## src/rtl/capture_seq_ctrl.sv

```systemverilog
// Capture sequencer: writes cfg_len samples from one ADC lane into capture memory,
// then reads them back in order as fixed-length packets with SOP/EOP marks.
module capture_seq_ctrl #(
   parameter int ADDR_W  = 10,
   parameter int PKT_LEN = 64,
   parameter int LANES   = 9
) (
   input  logic              clk,
   input  logic              rst_n,
   input  logic              cfg_start,
   input  logic              cfg_abort,
   input  logic [3:0]        cfg_lane,
   input  logic [ADDR_W:0]   cfg_len,
   input  logic              adc_vld,
   output logic [3:0]        lane_sel,
   output logic              mem_wr_en,
   output logic [ADDR_W-1:0] mem_wr_addr,
   output logic              mem_rd_en,
   output logic [ADDR_W-1:0] mem_rd_addr,
   input  logic              pkt_rdy,
   output logic              pkt_vld,
   output logic              pkt_sop,
   output logic              pkt_eop,
   output logic              busy,
   output logic              done,
   output logic              err_cfg
);

   localparam int              PW       = (PKT_LEN > 2) ? $clog2(PKT_LEN) : 1;
   localparam logic [ADDR_W:0] DEPTH    = {1'b1, {ADDR_W{1'b0}}};
   localparam logic [ADDR_W:0] ONE      = {{ADDR_W{1'b0}}, 1'b1};
   localparam logic [PW-1:0]   POS_LAST = PW'(PKT_LEN - 1);
   localparam logic [4:0]      LANES_W  = 5'(LANES);

   typedef enum logic [1:0] {IDLE, CAPT, DRAIN, FLUSH} state_t;

   state_t            r_state;
   logic [3:0]        r_lane;
   logic [ADDR_W:0]   r_len;
   logic [ADDR_W:0]   r_wr_cnt;
   logic [ADDR_W:0]   r_rd_cnt;
   logic [PW-1:0]     r_pos;
   logic              r_pkt_vld;
   logic              r_pkt_sop;
   logic              r_pkt_eop;
   logic              r_done;
   logic              r_err_cfg;

   logic              w_cfg_ok;
   logic              w_wr_last;
   logic              w_rd_last;
   logic              w_wr_en;
   logic              w_rd_en;

   assign w_cfg_ok  = ({1'b0, cfg_lane} < LANES_W) && (cfg_len != '0) && (cfg_len <= DEPTH);
   assign w_wr_last = (r_wr_cnt == r_len - ONE);
   assign w_rd_last = (r_rd_cnt == r_len - ONE);

   // Strobes are combinational so the sample/ready presented this cycle is acted on
   // this cycle; abort suppresses them immediately.
   assign w_wr_en = (r_state == CAPT)  && adc_vld && !cfg_abort;
   assign w_rd_en = (r_state == DRAIN) && pkt_rdy && !cfg_abort;

   // NOTE: all state below uses non-blocking assignments so every register samples
   // the pre-edge values; blocking here would create order-dependent simulation.
   always_ff @(posedge clk) begin
      if (!rst_n) begin
         r_state   <= IDLE;
         r_lane    <= '0;
         r_len     <= '0;
         r_wr_cnt  <= '0;
         r_rd_cnt  <= '0;
         r_pos     <= '0;
         r_pkt_vld <= 1'b0;
         r_pkt_sop <= 1'b0;
         r_pkt_eop <= 1'b0;
         r_done    <= 1'b0;
         r_err_cfg <= 1'b0;
      end else begin
         r_pkt_vld <= 1'b0;
         r_pkt_sop <= 1'b0;
         r_pkt_eop <= 1'b0;
         r_done    <= 1'b0;
         if (cfg_abort) begin
            r_state <= IDLE;
         end else begin
            case (r_state)
               IDLE: begin
                  if (cfg_start) begin
                     if (w_cfg_ok) begin
                        r_lane    <= cfg_lane;
                        r_len     <= cfg_len;
                        r_wr_cnt  <= '0;
                        r_rd_cnt  <= '0;
                        r_pos     <= '0;
                        r_err_cfg <= 1'b0;
                        r_state   <= CAPT;
                     end else begin
                        r_err_cfg <= 1'b1;
                     end
                  end
               end
               CAPT: begin
                  if (adc_vld) begin
                     r_wr_cnt <= r_wr_cnt + ONE;
                     if (w_wr_last) r_state <= DRAIN;
                  end
               end
               DRAIN: begin
                  if (pkt_rdy) begin
                     r_pkt_vld <= 1'b1;
                     r_pkt_sop <= (r_pos == '0);
                     r_pkt_eop <= (r_pos == POS_LAST) || w_rd_last;
                     r_rd_cnt  <= r_rd_cnt + ONE;
                     r_pos     <= (r_pos == POS_LAST) ? '0 : r_pos + 1'b1;
                     if (w_rd_last) begin
                        r_done  <= 1'b1;
                        r_state <= FLUSH;
                     end
                  end
               end
               FLUSH:   r_state <= IDLE;
               default: r_state <= IDLE;
            endcase
         end
      end
   end

   assign lane_sel    = r_lane;
   assign mem_wr_en   = w_wr_en;
   assign mem_wr_addr = r_wr_cnt[ADDR_W-1:0];
   assign mem_rd_en   = w_rd_en;
   assign mem_rd_addr = r_rd_cnt[ADDR_W-1:0];
   assign pkt_vld     = r_pkt_vld;
   assign pkt_sop     = r_pkt_sop;
   assign pkt_eop     = r_pkt_eop;
   assign busy        = (r_state != IDLE);
   assign done        = r_done;
   assign err_cfg     = r_err_cfg;

endmodule

```

## config.mk

```make
export PLATFORM = sky130hd
export DESIGN_NAME = capture_seq_ctrl
export DESIGN_NICKNAME = d
export VERILOG_FILES = /design/src/rtl/capture_seq_ctrl.sv
export SDC_FILE = /design/constraint.sdc
export NUM_CORES = 1
export LEC_CHECK = 0
export ABC_AREA = 1
export CAP_MARGIN = 20
export CORE_ASPECT_RATIO = 1.2
export CORE_UTILIZATION = 27
export DETAILED_ROUTE_END_ITERATION = 8
export GPL_TIMING_DRIVEN = 1
export PLACE_DENSITY = 0.44
export SLEW_MARGIN = 20
export SYNTH_ARGS = -nofsm -noshare
export SYNTH_HDL_FRONTEND = slang
export SYNTH_SLANG_ARGS = --single-unit
```

## constraint.sdc

```tcl
create_clock -name clk -period 3.2 [get_ports clk]
set_clock_uncertainty 0.1 [all_clocks]
set_input_delay 0.64 -clock clk [delete_from_list [all_inputs] [get_ports clk]]
set_output_delay 0.64 -clock clk [all_outputs]
set_load 0.05 [all_outputs]
```

After elaboration in Yosys (flattened, before gate mapping)
Cells that the tools add are included.
{"block": "op_classes", "reduce_logical": 22, "magnitude_cmp": 2, "muxes": 21, "n_addsub": 4, "eq_ne": 12, "bitwise": 4}
{"operator": "$mux 11", "n": 4}
{"operator": "$pmux 11 s2", "n": 2}
{"operator": "$mux 6", "n": 4}
{"operator": "$add 11x1->11 const B", "n": 2}
{"operator": "$eq 11x11->1", "n": 2}
{"operator": "$mux 2", "n": 6}
{"operator": "$ne 2x2->1 const B", "n": 6}
{"operator": "$pmux 6 s2", "n": 1}
{"operator": "$le 11x11->1 const B", "n": 1}
{"operator": "$reduce_bool 11->1", "n": 1}
{"operator": "$sub 11x1->11 const B", "n": 1}
{"operator": "$reduce_and 5->1", "n": 2}
{"operator": "$pmux 2 s4", "n": 1}
{"operator": "$add 6x1->6 const B", "n": 1}
{"operator": "$eq 6x6->1 const B", "n": 1}
{"operator": "$logic_and 1x1->1", "n": 6}
{"operator": "$logic_not 6->1", "n": 1}
{"operator": "$reduce_and 6->1", "n": 1}
{"operator": "$reduce_bool 2->1", "n": 3}
{"operator": "$eq 2x2->1 const B", "n": 2}
{"operator": "$lt 4x4->1 const B", "n": 1}
{"operator": "$not 1->1", "n": 4}
{"operator": "$reduce_and 4->1", "n": 1}
{"operator": "$reduce_or 4->1", "n": 1}
{"operator": "other kinds (8)", "n": 10}
{"block": "totals", "elab_cells": 76, "in_bits": 21, "output_inout_bits": 32, "register_bits": 50}

Logic depth before layout (Yosys ltp)
{"block": "logic_depth", "depth_word": 6, "mapped_depth": 18, "mapped_depth_nobuf": 18}

Worst setup path before layout
OpenSTA, ideal clock, no wires.
{"block": "synth_timing", "path_kind": "register to output", "start": "register r_state[0]", "end": "output mem_rd_en", "t_arrival_ns": 1.890, "slack_ns": 0.570, "path_buffers": 1, "path_stages_with_launch": 6, "required_ns": 2.460, "path_cell_list": "dfxtp_1 -> inv_1 -> ha_1 -> buf_2 -> inv_1 -> nor3_1"}
{"block": "synth_between", "elab_chain_len": 3}
{"element": "start: declaration", "line": "37", "text": "state_t r_state;"}
{"element": "start signal: assignment", "line": "68", "text": "r_state <= IDLE;"}
{"element": "start signal: assignment", "line": "85", "text": "r_state <= IDLE;"}
{"element": "start signal: assignment", "line": "97", "text": "r_state <= CAPT;"}
{"element": "$eq 2x2->1", "line": "62", "text": "assign w_rd_en = (r_state == DRAIN) && pkt_rdy && !cfg_abort;"}
{"element": "$logic_and 1x1->1 (2 in series)", "line": "62"}
{"element": "end: declaration", "line": "18", "text": "output logic mem_rd_en,"}
Every way passes these cells.

Final worst setup path
{"block": "layout_timing", "start": "input cfg_len[4]", "end": "register r_wr_cnt[9]"}
{"block": "layout_between", "elab_chain_len": 5, "word_cells_on_any_way": 6, "cone_classes": "order compare: 1; eq/ne: 1; reduce/logical: 4"}
{"element": "start: declaration", "line": "13", "text": "input logic [ADDR_W:0] cfg_len,"}
{"element": "parallel branches: the longest is 2 deep, another holds $le 11x11->1"}
{"element": "$logic_and 1x1->1 *", "line": "55", "text": "assign w_cfg_ok = ({1'b0, cfg_lane} < LANES_W) && (cfg_len != '0) && (cfg_len <= DEPTH);"}
{"element": "$ne 2x2->1 (no source line) *"}
{"element": "$reduce_and 5->1 (no source line) *"}
{"element": "end signal: assignment", "line": "105", "text": "r_wr_cnt <= r_wr_cnt + ONE;"}
{"element": "end: declaration", "line": "40", "text": "logic [ADDR_W:0] r_wr_cnt;"}
Mark *: on every way between the ends.
A chain may end at the register's enable or synchronous reset.

==> flow_summary.yaml <==
run_status:
  status: "finished clean"
synthesis:
  synth_top_area_cell: "dfxtp_1"
  syn_nets: 510
  synth_top_area_share_pct: 32.0
  postSynthCellCount: 481
  netlist_area_um2: 3130
  ys_warn_count: 0
  yosys-top-cells-area: "dfxtp_1 (32%), nand2_1 (13%), nand3_1 (7.4%)"
  ys_seq_area_share_pct: 32.0
  syn_avg_cell_area_um2: 6.51
  synth_cell_types: 36
  synth_seq_cells: 50
routing:
  drtAntennaViolNets: 0
  drc_errors: 0
  vias_per_cell: 4.56
  routedWlPerCell_um: 13.0
  drt-total-wl_mm: 8.77
  first_pass_iters: 4
  via_count: 3062
  drt-initial-drc-count: 168
sta:
  final.period_utilization_pct: 83.3
  min_period_ns: 2.67
  rsz0062_at_grt: "no"
  tightest_slew_ns: 0.511
  fmax_mhz: 375
  finalSetupTns_ns: 0
  setup_violations: 0
  finalMaxSlewViolations: 0
  hold_viol: 0
  slew_headroom_pct: 65.8
die:
  rows: 42
  die_area_um2: 12000
  start_util_pct: 28.1
  die_height_um: 120
  fp.coreArea_um2: 11100
  ios: 53
  dieWidth_um: 100
finish:
  final_common_cell: "nand2_1"
  nets: 547
  syn_to_final_growth_pct: 22.2
  post_route_cells_drive_above_1_share_pct: 7.34
  fillers: 1264
  antenna_cells: 0
  layout_common_cells: "nand2_1 (107), inv_1 (60), nor2_1 (59)"
  multi_input_area_um2: 1690
  regArea_um2: 1000
placed_design:
  place_congestion: 0.825
  hpwl_mm: 7.04
  port_buffers: 52
critical_path:
  crit_type: "in -> reg"
  path_delay_family: "simple AND/OR/NAND/NOR gates"
  critPathMaxStageDelay_ns: 0.42
  required_ns: 3.29
  cp-start-kind: "primary input"
  crit_path_max_fanout: 11
  arrival_ns: 2.76
  critPathCaptureType: "flip-flop"
  cp_cell_sequence: "clkdlybuf4s50_1 -> nor2_1 -> nand3_1 -> o21ai_1 -> nand3_1 -> nand2_1 -> nand2_1 -> o21ai_1 -> inv_1 -> and3_1"
  path_buf_inv: 2
  cpMaxStageDelayCell: "clkdlybuf4s50_1"
global_routing:
  grt_max_degree: 18
  track_usage_pct: 15.7
  grt_overflow: 0
  grt_antenna_before_repair: 0
  grt_pass1_wl_mm: 14.8
  grt_pass1_vias: 3004
clock_network:
  cts_buffer_depth: 2
  cts.sinks: 50
  cts-buffers-inserted: 5
  htree_num_levels: 2
  insertion_delay_ns: 0.29
  clkSlewWorstSetupHoldPaths_ns: 0.07
  holdBufCountCts: 0
  cts_setup_buffers: 0
  cts_resized: 0
  cts_tree: "yes"
  cts_root_buf: "clkbuf_16"
power_and_ir_drop:
  p_per_area_nw_per_um2: 393
  p_leak_uw: 0.00156
  power_uw: 1500
  peakVddDrop_mv: 0.185
job:
  cap_violations: 0
min_path:
  min_path_type: "reg -> reg"
sequential cells by signal (all words and copies together) (netlist names):
register  cells
r_len        11
r_rd_cnt     11
r_wr_cnt     11
r_pos         6
lane_sel      4
r_state       2
done          1
err_cfg       1
pkt_eop       1
pkt_sop       1
pkt_vld       1
routing by layer:
layer / vias up / wire length (um) / global-route usage (%)
met3: 12 / 401 / 2.56
met5: - / 0 / 0
li1: 1610 / - / -
met2: 81 / 4030 / 26.2
met4: 0 / 248 / 6.52
met1: 1359 / 4090 / 19.9
synth_stat cells (all sizes together):
library cell  count
nand2           111
nor4              4
xnor2             2
a21oi            24
o221a             1
nor2             67
nand3b            1
dfxtp            50
inv              66
nand3            48
nor3             13
clkbuf            4
a211oi            8
nand4             5
and3              1
o22ai             1
o211ai            1
ha                8
o21ai            28
xor2              6
o31ai             1
buf              24
nor3b             1
a31oi             5
or2               1
power breakdown:
part / internal (uW) / switching, uW
combinational: 116 / 199
clock: 287 / 243
sequential: 639 / 19.5
total: 1040 / 461
worst register-to-register path, stage by stage, from the launching register on:
cell      delay [ns]
dfxtp_1         0.34
inv_1           0.08
ha_1            0.23
inv_1           0.15
o22ai_1         0.11
a211oi_1        0.17
nand2_1         0.33
o21ai_1         0.38
inv_1           0.18
and3_1          0.22
cell families after synthesis:
group / after synthesis / share of synthesized area, %
adders and majority gates: 8 / 3.20
buffers and inverters: 94 / 14.1
xor gates and xnor gates: 8 / 2.24
DFF: 50 / 32.0
and+or+nand+nor: 252 / 36.2
AOI/OAI and AO/OA: 69 / 12.3
metrics by stage:
stage               worst slack, ns  cells  area [um^2]  utilization (%)  hold slack, ns
floorplan                     0.570    481         3130                -           0.321
global placement              0.263    665         3690             33.1           0.351
detailed placement            0.233    665         3690             33.1           0.350
CTS                           0.544    672         3830             34.3           0.361
global route                  0.382    672         3830             34.3           0.391
finish                        0.534    672         3830             34.3           0.359
final cells by class:
cell class	instances	share of cell area, %
multi-input cells	337	44.1
flip-flops and latches	50	26.2
repair buffers	58	14.7
inverters	66	6.47
well taps	154	5.04
clock buffers	6	3.37
clock inverters	1	0.196
path summary, 6_finish.rpt:
path	startpoint	end	slack, ns	depth (start not counted)
worst min-delay path	r_pos[4]	pkt_sop	0.36	1
worst min register to register	r_pos[4]	pkt_sop	0.36	1
worst max register to register	r_state[1]	r_wr_cnt[9]	0.80	9
worst max-delay path	cfg_len[4]	r_wr_cnt[9]	0.53	10
No activity file was read; power rests on OpenSTA's default activity.
==> variant 1 (same settings) <==
Add an input register stage for `cfg_start`, `cfg_abort`, `cfg_lane` and `cfg_len`, with the module's reset; this delays them by one clock. The other inputs are not delayed to match.
--- a/src/rtl/capture_seq_ctrl.sv
+++ b/src/rtl/capture_seq_ctrl.sv
@@ -34,6 +34,25 @@
 
    typedef enum logic [1:0] {IDLE, CAPT, DRAIN, FLUSH} state_t;
 
+   logic cfg_start_q;
+   logic cfg_abort_q;
+   logic [3:0] cfg_lane_q;
+   logic [ADDR_W:0] cfg_len_q;
+
+   always_ff @(posedge clk) begin
+      if (!rst_n) begin
+         cfg_start_q <= '0;
+         cfg_abort_q <= '0;
+         cfg_lane_q  <= '0;
+         cfg_len_q   <= '0;
+      end else begin
+         cfg_start_q <= cfg_start;
+         cfg_abort_q <= cfg_abort;
+         cfg_lane_q  <= cfg_lane;
+         cfg_len_q   <= cfg_len;
+      end
+   end
+
    state_t            r_state;
    logic [3:0]        r_lane;
    logic [ADDR_W:0]   r_len;
@@ -52,14 +71,14 @@
    logic              w_wr_en;
    logic              w_rd_en;
 
-   assign w_cfg_ok  = ({1'b0, cfg_lane} < LANES_W) && (cfg_len != '0) && (cfg_len <= DEPTH);
+   assign w_cfg_ok  = ({1'b0, cfg_lane_q} < LANES_W) && (cfg_len_q != '0) && (cfg_len_q <= DEPTH);
    assign w_wr_last = (r_wr_cnt == r_len - ONE);
    assign w_rd_last = (r_rd_cnt == r_len - ONE);
 
    // Strobes are combinational so the sample/ready presented this cycle is acted on
    // this cycle; abort suppresses them immediately.
-   assign w_wr_en = (r_state == CAPT)  && adc_vld && !cfg_abort;
-   assign w_rd_en = (r_state == DRAIN) && pkt_rdy && !cfg_abort;
+   assign w_wr_en = (r_state == CAPT)  && adc_vld && !cfg_abort_q;
+   assign w_rd_en = (r_state == DRAIN) && pkt_rdy && !cfg_abort_q;
 
    // NOTE: all state below uses non-blocking assignments so every register samples
    // the pre-edge values; blocking here would create order-dependent simulation.
@@ -81,15 +100,15 @@
          r_pkt_sop <= 1'b0;
          r_pkt_eop <= 1'b0;
          r_done    <= 1'b0;
-         if (cfg_abort) begin
+         if (cfg_abort_q) begin
             r_state <= IDLE;
          end else begin
             case (r_state)
                IDLE: begin
-                  if (cfg_start) begin
+                  if (cfg_start_q) begin
                      if (w_cfg_ok) begin
-                        r_lane    <= cfg_lane;
-                        r_len     <= cfg_len;
+                        r_lane    <= cfg_lane_q;
+                        r_len     <= cfg_len_q;
                         r_wr_cnt  <= '0;
                         r_rd_cnt  <= '0;
                         r_pos     <= '0;
Check against the original RTL: not equivalent (Yosys sat finds a counterexample within 4 cycles, from zero or initial values and one cycle with rst_n low).
==> variant 1 against the unedited design <==
  * The flow now finishes with violations (DRC)
  * Count of clock-buffer cells in the layout grew 5
  * Cell area increased by 24%
  * Via count up 15%
  * Routed wire length increased by 20%
  * Worst setup slack gained 0.011 ns
  * Sequential cell count grew 17
  * Area after synthesis rose by 23%
Power is not compared: it rests on default switching activity, and its combinational part moved more than twofold at a synthesized area within 25%.
==> variant 1: results (changes against the unedited design) <==
holdPathEnd: "lane_sel[1]"  # was pkt_sop
antennaDiodeCount: 0  # unchanged
power.leakage_nw: 1.95
routabilityCongestion: 0.863  # was 0.825
reg2reg_slack_ns: 1.03  # was 0.80 ns
antenna_found_initial: 0  # unchanged
hold_slack_ns: 0.364  # was 0.359 ns
failed_checks: "DRC"
synth_nets: 595  # was 510
htree_num_levels: 3  # was 2
routedWlPerCell_um: 13.5  # was 13.0 um
drive_gt1_share_pct: 11.6  # was 7.34%
track_usage_pct: 15.2  # was 15.7%
cts.repair.resized: 0  # unchanged
grt_use_met2_pct: 26.4  # was 26.2%
cts_made_buffers: 9  # was 5
fin_crit_sh_pct: 83.0  # was 83.3%
syn_avg_cell_area_um2: 6.83  # was 6.51 um^2
dp_hpwl_um: 8370  # was 7040 um
drc: 12  # was 0
rr_startpoint: "r_len[0]"  # was r_state[1]
setup_viol: 0  # unchanged
dp.cells: 767  # was 665
synth-seq-area-share_pct: 34.7  # was 32.0%
r2r_cells: 17  # was 9
grt_max_degree: 33  # was 18
crit_fanout: 4  # was 11
synth_compound_area_share_pct: 8.81  # was 12.3%
synthMuxAreaShare_pct: 0  # unchanged
use_met3_pct: 2.43  # was 2.56%
synth_cell_type_count: 34  # was 36
ys.warnings.count: 0  # unchanged
cp.arrival_ns: 1.92  # was 2.76 ns
drt_iter0_drc: 204  # was 168
cts_root_buffer: "clkbuf_16"  # unchanged
synth_commonest_cells: "nand2_1, inv_1, dfxtp_1, nor2_1, nand3_1"  # was nand2_1, inv_1, nor2_1, dfxtp_1, nand3_1
route.vias.total: 3536  # was 3062
synthAdderAreaFrac_pct: 2.59  # was 3.20%
clk_latency_ns: 0.33  # was 0.29 ns
nNetsFinal: 636  # was 547
stdcell_count: 783  # was 672
place_ws_ns: 0.782  # was 0.233 ns
worst_pin_slew_ns: 0.515  # was 0.511 ns
synth_xor_area_share_pct: 2.72  # was 2.24%
rr_endpoint: "r_state[1]"  # was r_wr_cnt[9]
finalHoldViolCount: 0  # unchanged
ir_worst_vdd_mv: 0.200
grt_pass1_wl_um: 17300  # was 14800 um
use_met1_pct: 17.3  # was 19.9%
status: "complete, but fails checks"  # was completed
cts_buffer_depth: 2  # unchanged
post_cts_buffers: 0  # unchanged
grt_pass1_vias: 3449  # was 3004
path_clk_slew_ns: 0.05  # was 0.07 ns
hold_depth: 2  # was 1
hp-start: "cfg_lane_q[1]"  # was r_pos[4]
drtPass1Iterations: 6  # was 4
synth.top_cells.by_area: "dfxtp_1, nand2_1, inv_1, nand3_1, nor2_1"  # was dfxtp_1, nand2_1, nand3_1, inv_1, nor2_1
portBuffers: 52  # unchanged
## variant 1: changes by cell type in the layout (fill, tap and decap cells not counted), moves of 7 or more
cell | unedited run | this run
a21oi_1 | 24 | 31
dfxtp_1 | 50 | 67
inv_1 | 60 | 75
nand2_1 | 107 | 133
nor3_1 | 11 | 21
## variant 1: worst max-delay path by stage
stage / from / end / depth (start not counted)
2_1_floorplan: r_state[0] / mem_rd_en / 4
3_3_place_gp: pkt_rdy / r_pos[2] / 8
3_5_place_dp: pkt_rdy / r_pos[5] / 8
4_1_cts: r_state[0] / busy / 4
5_1_grt: r_state[0] / busy / 4
6_report: r_state[0] / busy / 4
## variant 1: through the flow
| stage | power [mW] | area [um^2] |
|---|---|---|
| finish | 3.38 | 4730 |
| global route | 3.63 | 4730 |
| CTS | 3.42 | 4730 |
| detailed placement | 2.42 | 4430 |
| global placement | 2.40 | 4430 |
| floorplan | 2.10 | 3860 |
## variant 1: cell families (layout without fill, tap and decap cells)
logic type	count (synthesis)	count (layout)
AOI/OAI and AO/OA	60	60
xor gates and xnor gates	12	12
adders and majority gates	8	8
buffers and inverters	113	159
DFF	67	67
and+or+nand+nor	306	306
## variant 1: layer usage
layer,part of all wire (%),up-vias
met1,44,1558
met4,3.9,0
met5,0,-
li1,-,1864
met2,48,89
met3,4.1,25
## variant 1: critical path, stage by stage (launching register included)
cell	delay, ns
dfxtp_1	0.33
inv_1	0.07
ha_1	0.25
inv_1	0.12
clkdlybuf4s50_1	0.81
## variant 1: layout make-up
class	count	area (um^2)
flip-flops and latches	67	1340
well taps	171	214
clock buffers	11	243
clock inverters	5	52.6
repair buffers	60	576
fillers	1551	9150
inverters	83	312
multi-input cells	386	1990
## variant 1: where the power goes
group	internal (mW)	switching, mW	total [mW]	leakage [nW]
Sequential	0.914	0.0700	0.984	0.547
Clock	0.620	0.365	0.985	0.145
Combinational	0.458	0.954	1.41	1.26
Total	1.99	1.39	3.38	1.95
==> variant 2 (same flow settings) <==
Without the edit above. `PKT_LEN`: 64 -> 32.
--- a/src/rtl/capture_seq_ctrl.sv
+++ b/src/rtl/capture_seq_ctrl.sv
@@ -2,7 +2,7 @@
 // then reads them back in order as fixed-length packets with SOP/EOP marks.
 module capture_seq_ctrl #(
    parameter int ADDR_W  = 10,
-   parameter int PKT_LEN = 64,
+   parameter int PKT_LEN = 32,
    parameter int LANES   = 9
 ) (
    input  logic              clk,
Behaviour: same outputs for any inputs over 4 cycles, from zero or initial values and one cycle with rst_n low; that may be too few to reach the edited logic, so the function may still have changed.
==> variant 2 against the unedited design <==
  * Power rose by 5.5%
  * Worst setup slack improved by 0.044 ns
  * Cell area rose by 2.0%
  * Largest power group unchanged
  * Highest routed layer unchanged
  * Critical path type is now flop to output pin
  * Largest cell class unchanged
  * Global-route usage rose by 0.39 points
  * Area after synthesis rose by 0.60%
  * Sequential cell count fell by 1
  * Routed wire length rose by 3.5%
==> variant 2: results (changes against the unedited design) <==
synth_nets: 520  # was 510
syn_avg_cell_area_um2: 6.43  # was 6.51 um^2
place_ws_ns: 0.326  # was 0.233 ns
drive_gt1_share_pct: 6.05  # was 7.34%
ir_worst_vdd_mv: 0.191  # was 0.185 mV
grt_max_degree: 17  # was 18
antennaDiodeCount: 0  # unchanged
route.vias.total: 3184  # was 3062
status: "completed"  # unchanged
cts_made_buffers: 5  # unchanged
grt_pass1_vias: 3140  # was 3004
rr_startpoint: "r_len[0]"  # was r_state[1]
routabilityCongestion: 0.899  # was 0.825
synth-seq-area-share_pct: 31.1  # was 32.0%
power_density_nw_per_um2: 407  # was 393 nW/um^2
power.leakage_nw: 1.48  # was 1.56 nW
finalWirelength_um: 9080  # was 8770 um
track_usage_pct: 16.1  # was 15.7%
drtPass1Iterations: 4  # unchanged
grt_pass1_wl_um: 15100  # was 14800 um
fillers: 1246  # was 1264
cp-startpoint: "r_state[0]"  # was cfg_len[4]
synth_cell_type_count: 28  # was 36
placed_area_um2: 3730  # was 3690 um^2
dp.cells: 675  # was 665
dp_hpwl_um: 7370  # was 7040 um
synth_xor_area_share_pct: 3.62  # was 2.24%
drt_iter0_drc: 184  # was 168
routedWlPerCell_um: 13.3  # was 13.0 um
synth.top_cells.by_area: "dfxtp_1, nand2_1, nand3_1, inv_1, nor2_1"  # unchanged
crit_fanout: 4  # was 11
hp-start: "lane_sel[0]"  # was r_pos[4]
synth_compound_area_share_pct: 10.6  # was 12.3%
cp.arrival_ns: 1.88  # was 2.76 ns
synth_commonest_cells: "nand2_1, inv_1, nor2_1, nand3_1, dfxtp_1"  # was nand2_1, inv_1, nor2_1, dfxtp_1, nand3_1
synthAdderAreaFrac_pct: 3.58  # was 3.20%
## variant 2: cell types whose count changed after synthesis, moves of 2 or more
cell      change
a211oi_1      -5
a21oi_1      +11
a31oi_1       -5
inv_1         -2
nand2_1       +5
nand2_2       +2
nand3_1       +7
nand3b_1      +3
nor2_1        -4
nor2_2        -5
nor3_1        +7
o21ai_0       -6
xor2_1        +4
## variant 2: routing by layer
metal  vias up  track usage (%)  routed length, um
met1      1480             19.1               4160
met3        13             2.37                229
met2        48             28.4               4430
met4         0             7.07                256
li1       1643                -                  -
met5         -                0                  0
## variant 2: report_power, final
group	leakage (nW)	switching (mW)	internal, mW
registers	0.396	0.0161	0.624
clock network	0.0841	0.239	0.391
logic	1.00	0.200	0.116
## variant 2: cell type report
class | instances | area share, %
well taps | 154 | 4.94
inverters | 64 | 6.16
multi-input cells | 350 | 44.6
clock inverters | 1 | 0.770
flip-flops and latches | 49 | 25.1
repair buffers | 58 | 14.7
clock buffers | 7 | 3.66
## variant 2: worst paths after layout
path | to | slack [ns] | cells after the start
worst max register to register | r_state[1] | 0.81 | 15
worst min-delay path | lane_sel[0] | 0.36 | 2
worst max-delay path | busy | 0.58 | 4
worst min register to register | lane_sel[0] | 0.36 | 2
## variant 2: cell families (layout without fill, tap and decap cells)
logic type	after synthesis	in the layout
compound gates	64	64
flops	49	49
fa+ha+maj	9	9
buf+inv	91	130
xor+xnor	13	13
simple gates	264	264
## variant 2: worst max-delay path, cell delays in order, from the launching register on
cell             delay, ns
dfxtp_1               0.33
inv_1                 0.07
ha_1                  0.24
inv_1                 0.13
clkdlybuf4s50_1       0.82
